`src/rtl/hamming74_pkg.sv`:
```
// rtl/hamming74_pkg.sv - shared Hamming(7,4) types, constants and encode function
package hamming74_pkg;

    typedef enum logic [1:0] {
        ST_IDLE = 2'd0,
        ST_SEND = 2'd1,
        ST_GAP  = 2'd2
    } state_t;

    localparam int CODE_LEN  = 7;
    localparam int FRAME_LEN = 8;

    localparam int POS_D0 = 0;
    localparam int POS_D1 = 1;
    localparam int POS_D2 = 2;
    localparam int POS_P0 = 3;
    localparam int POS_D3 = 4;
    localparam int POS_P1 = 5;
    localparam int POS_P2 = 6;

    localparam logic [2:0] LAST_IDX = 3'(CODE_LEN - 1);

    // Parity placement makes every decoder syndrome zero for a clean codeword.
    function automatic logic [6:0] hamming74_encode(input logic [3:0] nibble);
        logic [6:0] cw;
        cw         = '0;
        cw[POS_D0] = nibble[0];
        cw[POS_D1] = nibble[1];
        cw[POS_D2] = nibble[2];
        cw[POS_D3] = nibble[3];
        cw[POS_P0] = nibble[2] ^ nibble[1] ^ nibble[0];
        cw[POS_P1] = nibble[3] ^ nibble[1] ^ nibble[0];
        cw[POS_P2] = nibble[3] ^ nibble[2] ^ nibble[0];
        return cw;
    endfunction

endpackage

```
`src/rtl/hamming74_codeword_gen.sv`:
```
// rtl/hamming74_codeword_gen.sv - combinational nibble to 7-bit codeword
module hamming74_codeword_gen
    import hamming74_pkg::*;
(
    input  logic [3:0] i_nibble,
    output logic [6:0] o_codeword
);

    assign o_codeword = hamming74_encode(i_nibble);

endmodule

```
`src/rtl/tt_um_hamming_encoder_74.sv`:
```
// rtl/tt_um_hamming_encoder_74.sv - serial Hamming(7,4) encoder, 7 code bits plus 1 gap per frame
module tt_um_hamming_encoder_74
    import hamming74_pkg::*;
#(
    parameter logic IDLE_LEVEL = 1'b0
) (
    input  logic       clk,
    input  logic       rst_n,
    input  logic       ena,
    input  logic [3:0] data_in,
    input  logic       data_valid,
    output logic       data_ready,
    output logic       encode_out,
    output logic       frame_sync,
    output logic       busy
);

    state_t     r_state;
    logic [2:0] r_idx;
    logic [6:0] r_shift;
    logic       r_out;
    logic       r_sync;
    logic       r_busy;
    logic [6:0] w_codeword;
    logic       w_accept;

    hamming74_codeword_gen u_codeword_gen (
        .i_nibble   (data_in),
        .o_codeword (w_codeword)
    );

    assign data_ready = ena && (r_state == ST_IDLE || r_state == ST_GAP);
    assign w_accept   = data_valid && data_ready;

    // Outputs are registered one edge behind the state, so busy rises with c0.
    always_ff @(posedge clk or negedge rst_n) begin
        if (!rst_n) begin
            r_state <= ST_IDLE;
            r_idx   <= '0;
            r_shift <= '0;
            r_out   <= IDLE_LEVEL;
            r_sync  <= 1'b0;
            r_busy  <= 1'b0;
        end else if (ena) begin
            case (r_state)
                ST_IDLE: begin
                    r_out  <= IDLE_LEVEL;
                    r_sync <= 1'b0;
                    r_busy <= 1'b0;
                end
                ST_SEND: begin
                    r_out   <= r_shift[0];
                    r_shift <= {1'b0, r_shift[6:1]};
                    r_sync  <= (r_idx == 3'd0);
                    r_busy  <= 1'b1;
                    if (r_idx == LAST_IDX) begin
                        r_state <= ST_GAP;
                        r_idx   <= '0;
                    end else begin
                        r_idx <= r_idx + 3'd1;
                    end
                end
                ST_GAP: begin
                    r_out   <= IDLE_LEVEL;
                    r_sync  <= 1'b0;
                    r_busy  <= 1'b1;
                    r_state <= ST_IDLE;
                end
                default: begin
                    r_state <= ST_IDLE;
                    r_idx   <= '0;
                end
            endcase
            if (w_accept) begin
                r_state <= ST_SEND;
                r_idx   <= '0;
                r_shift <= w_codeword;
            end
        end
    end

    assign encode_out = r_out;
    assign frame_sync = r_sync;
    assign busy       = r_busy;

endmodule

```
`config.mk`:
```
export PLATFORM = sky130hd
export DESIGN_NAME = tt_um_hamming_encoder_74
export DESIGN_NICKNAME = d
export VERILOG_FILES = /design/src/rtl/hamming74_pkg.sv /design/src/rtl/hamming74_codeword_gen.sv /design/src/rtl/tt_um_hamming_encoder_74.sv
export SDC_FILE = /design/constraint.sdc
export NUM_CORES = 1
export LEC_CHECK = 0
export CAP_MARGIN = 20
export CORE_MARGIN = 3
export CORE_UTILIZATION = 39
export CTS_BUF_LIST = sky130_fd_sc_hd__clkbuf_8
export DETAILED_ROUTE_END_ITERATION = 12
export PLACE_DENSITY = 0.63
export RECOVER_POWER = 25
export SETUP_SLACK_MARGIN = 0.02
export SLEW_MARGIN = 25
export SYNTH_ARGS = -nofsm -noshare
export SYNTH_HDL_FRONTEND = slang
export SYNTH_SLANG_ARGS = --single-unit
export TNS_END_PERCENT = 10
```
`constraint.sdc`:
```
create_clock -name clk -period 1.7 [get_ports clk]
set_clock_uncertainty 0.15 [all_clocks]
set_input_delay 0.34 -clock clk [delete_from_list [all_inputs] [get_ports clk]]
set_output_delay 0.34 -clock clk [all_outputs]
set_load 0.005 [all_outputs]
```
==> key figures <==
Timing
  • FMAX: 596 MHz
  • Worst-margin pin slew: 798 ps
  • Min Hold Slack: 348 ps
  • Unrepaired setup endpoints after global routing: yes
  • Final setup fails: 0
  • Setup WS post-layout: 21.5 ps
  • Min cycle time layout: 1680 ps
  • Final worst-path cycle share: 98.7%
  • Fin. Hold Viols: 0
  • Final Max Tran Viols: 0
  • Relative slew margins: 46.8%

Global routing
  • Gr ovfl total: 0
  • GR peak layer: met2
  • Largest net degree at the start of global routing: 16
  • Met1 GRT Util: 17.9%
  • Met3 track demand over resource: 5.07%
  • Gr usage total: 14.7%
  • M2 GR Usage: 23.3%
  • Initial antenna violation count: 0
  • Vias in the first global route: 702
  • First-pass GRT wire length: 2930 um

Synthesis
  • Synth cell types: 30
  • Post-synth top area share: 43.4%
  • Mapped Cells: 79
  • Synthesized cell area: 866 um^2
  • Synthesized Nets: 91
  • FF+latch count, synth: 15
  • Sequential fraction of the synthesis area: 43.4%
  • Post-synth top area cell: dfrtp_1
  • Yosys warnings: 0
  • Area contributors post-synth: dfrtp_1 (43%), mux2_4 (6.9%), ha_1 (5.8%)
  • Post-Syn Area per Cell: 11.0 um^2

Routing
  • Via density: 5.00
  • Initial DRT Pass Iterations: 2
  • Average wire per standard cell: 12.9 um
  • DR vias: 675
  • Initial DRC count: 1
  • WL final: 1740 um
  • Routed Antenna Nets: 0
  • DRC violations left: 0

Placed design
  • DP Wirelength: 1310 um
  • Gp weighted congestion: 0.757
  • Number of port buffers: 11
  • Pre-CTS setup slack: -254 ps
  • Placed cell count: 130

CTS
  • Buffers from clock root to sink, at most: 2
  • Root Driver: clkbuf_8
  • CTS H-tree depth: 1
  • TritonCTS Buffers: 3
  • # clock sinks: 15
  • CTS tree: built
  • Clk Latency, worst-skew pair: 250 ps
  • Post-CTS Setup Bufs: 0
  • Reg clk slew, reported paths: 60 ps
  • Hold Buf Count CTS: 0

Worst setup path
  • Crit Path Class: flip-flop to flip-flop
  • Critical Path Start Type: flip-flop
  • Critical path data arrival time: 1660 ps
  • Reg2Reg Depth: 5
  • Worst setup EP type: flip-flop
  • Critical path peak fanout: 8
  • Worst endpoint required time: 1680 ps

Power and ir drop
  • Leakage: 0.000540 uW
  • Pwr Total: 1910 uW
  • PD cells: 1570 mW/mm^2
  • VDD IR max: 0.000785 V

Floorplanning
  • Core box area: 0.00202 mm^2
  • Die ar.: 0.00282 mm^2
  • Die height: 53.1 um
  • Initial Util: 42.8%
  • I/O pin cnt: 12
  • Die X-Extent: 53.1 um
  • Site row count: 16

Layout
  • Most frequent cells in the layout: dfrtp_1 (15), buf_4 (13), clkdlybuf4s50_1 (9)
  • Commonest non-fill, non-tap cell in the layout: dfrtp_1
  • Non-filler instance count after layout: 135
  • Ant. Diodes: 0
  • Layout fillers: 179
  • Area Growth Syn to Fin: 40.6%
  • Core Util, Final: 60.2%
  • Proportion of layout cells with a drive suffix above 1: 36.1%
  • Final #Nets: 121

Worst hold path
  • Worst min path class: flip-flop to flip-flop
  • Min-Delay Path Depth: 2

Outcome
  • Status: complete, no violations

Flow run
  • Max Cap Violations: 0
cells in the mapped netlist, drive strengths merged:
cell    count
nand2b      1
nand2       3
nand3b      1
xor2        1
dfrtp      15
nand3       2
nor2        8
nor2b       1
o32a        1
a32o        1
mux2i       4
o21ai       4
o21a        1
a31oi       1
and3        1
inv         5
ha          4
o211ai      2
nand4b      1
a211oi      2
xnor2       4
a21oi       6
nand4       2
mux2        5
buf         3
critical path, stage by stage, from the launching register on:
cell and delay, ps:
dfrtp_1 410, inv_2 70, ha_4 170, buf_6 110
o211ai_4 320, mux2_4 330
kinds of logic after synthesis:
family | share of synthesized area [%]
AND/OR/NAND/NOR | 13.3
adder cells (fa/ha/maj) | 5.78
AO/OA/AOI/OAI | 14.7
buffers and inverters | 4.91
XOR/XNOR | 5.06
flip-flops | 43.4
multiplexers | 12.9
where the power goes:
part           switching, uW  total [uW]  internal, uW  leakage (uW)
Combinational            430        1000           574      0.000327
Clock                    119         279           160     0.0000269
Sequential               115         629           515      0.000186
flip-flops by register name, indices dropped and copies added, names as in the netlist:
register,cells
busy,1
encode_out,1
r_idx,3
r_state,2
r_shift,7
frame_sync,1
area by class of cell:
class / count / area, um^2 / share of cell area [%]
Sequential cell: 15 / 375 / 30.8
Timing Repair Buffer: 28 / 234 / 19.2
Tap cell: 27 / 33.8 / 2.77
Clock inverter: 1 / 3.75 / 0.308
Multi-Input combinational cell: 56 / 510 / 41.9
Inverter: 5 / 18.8 / 1.54
Clock buffer: 3 / 41.3 / 3.39
per-layer routing:
metal	routed length, um	share of wire (%)	up-vias
li1	-	-	338
met1	822	47	325
met2	833	48	8
met3	59	3.4	4
met4	25	1.4	0
met5	0	0	-
through the flow:
step                instance area, um^2  TNS, ps
finish                             1220        0
global route                       1220     -179
CTS                                1190        0
detailed placement                 1110    -1030
global placement                   1110     -945
floorplan                           866        0
path summary, 6_finish.rpt:
| path | slack [ps] | end | from |
|---|---|---|---|
| min in group asynchronous | 530 | r_idx[2]$_DFFE_PN0P_ | rst_n |
| min reg2reg | 350 | encode_out$_DFFE_PN0P_ | encode_out$_DFFE_PN0P_ |
| max in group asynchronous | 370 | r_state[1]$_DFFE_PN0P_ | rst_n |
| max | 20 | r_shift[5]$_DFFE_PN0P_ | r_state[1]$_DFFE_PN0P_ |
| min | 350 | encode_out$_DFFE_PN0P_ | encode_out$_DFFE_PN0P_ |
| max reg2reg | 20 | r_shift[5]$_DFFE_PN0P_ | r_state[1]$_DFFE_PN0P_ |
timing repair:
action                     in CTS  in global routing
cloned                          0                  1
pin swaps                       3                  3
setup endpoints to repair       6                  9
resized for setup              15                  7
No activity file was read; power rests on OpenSTA's default activity.
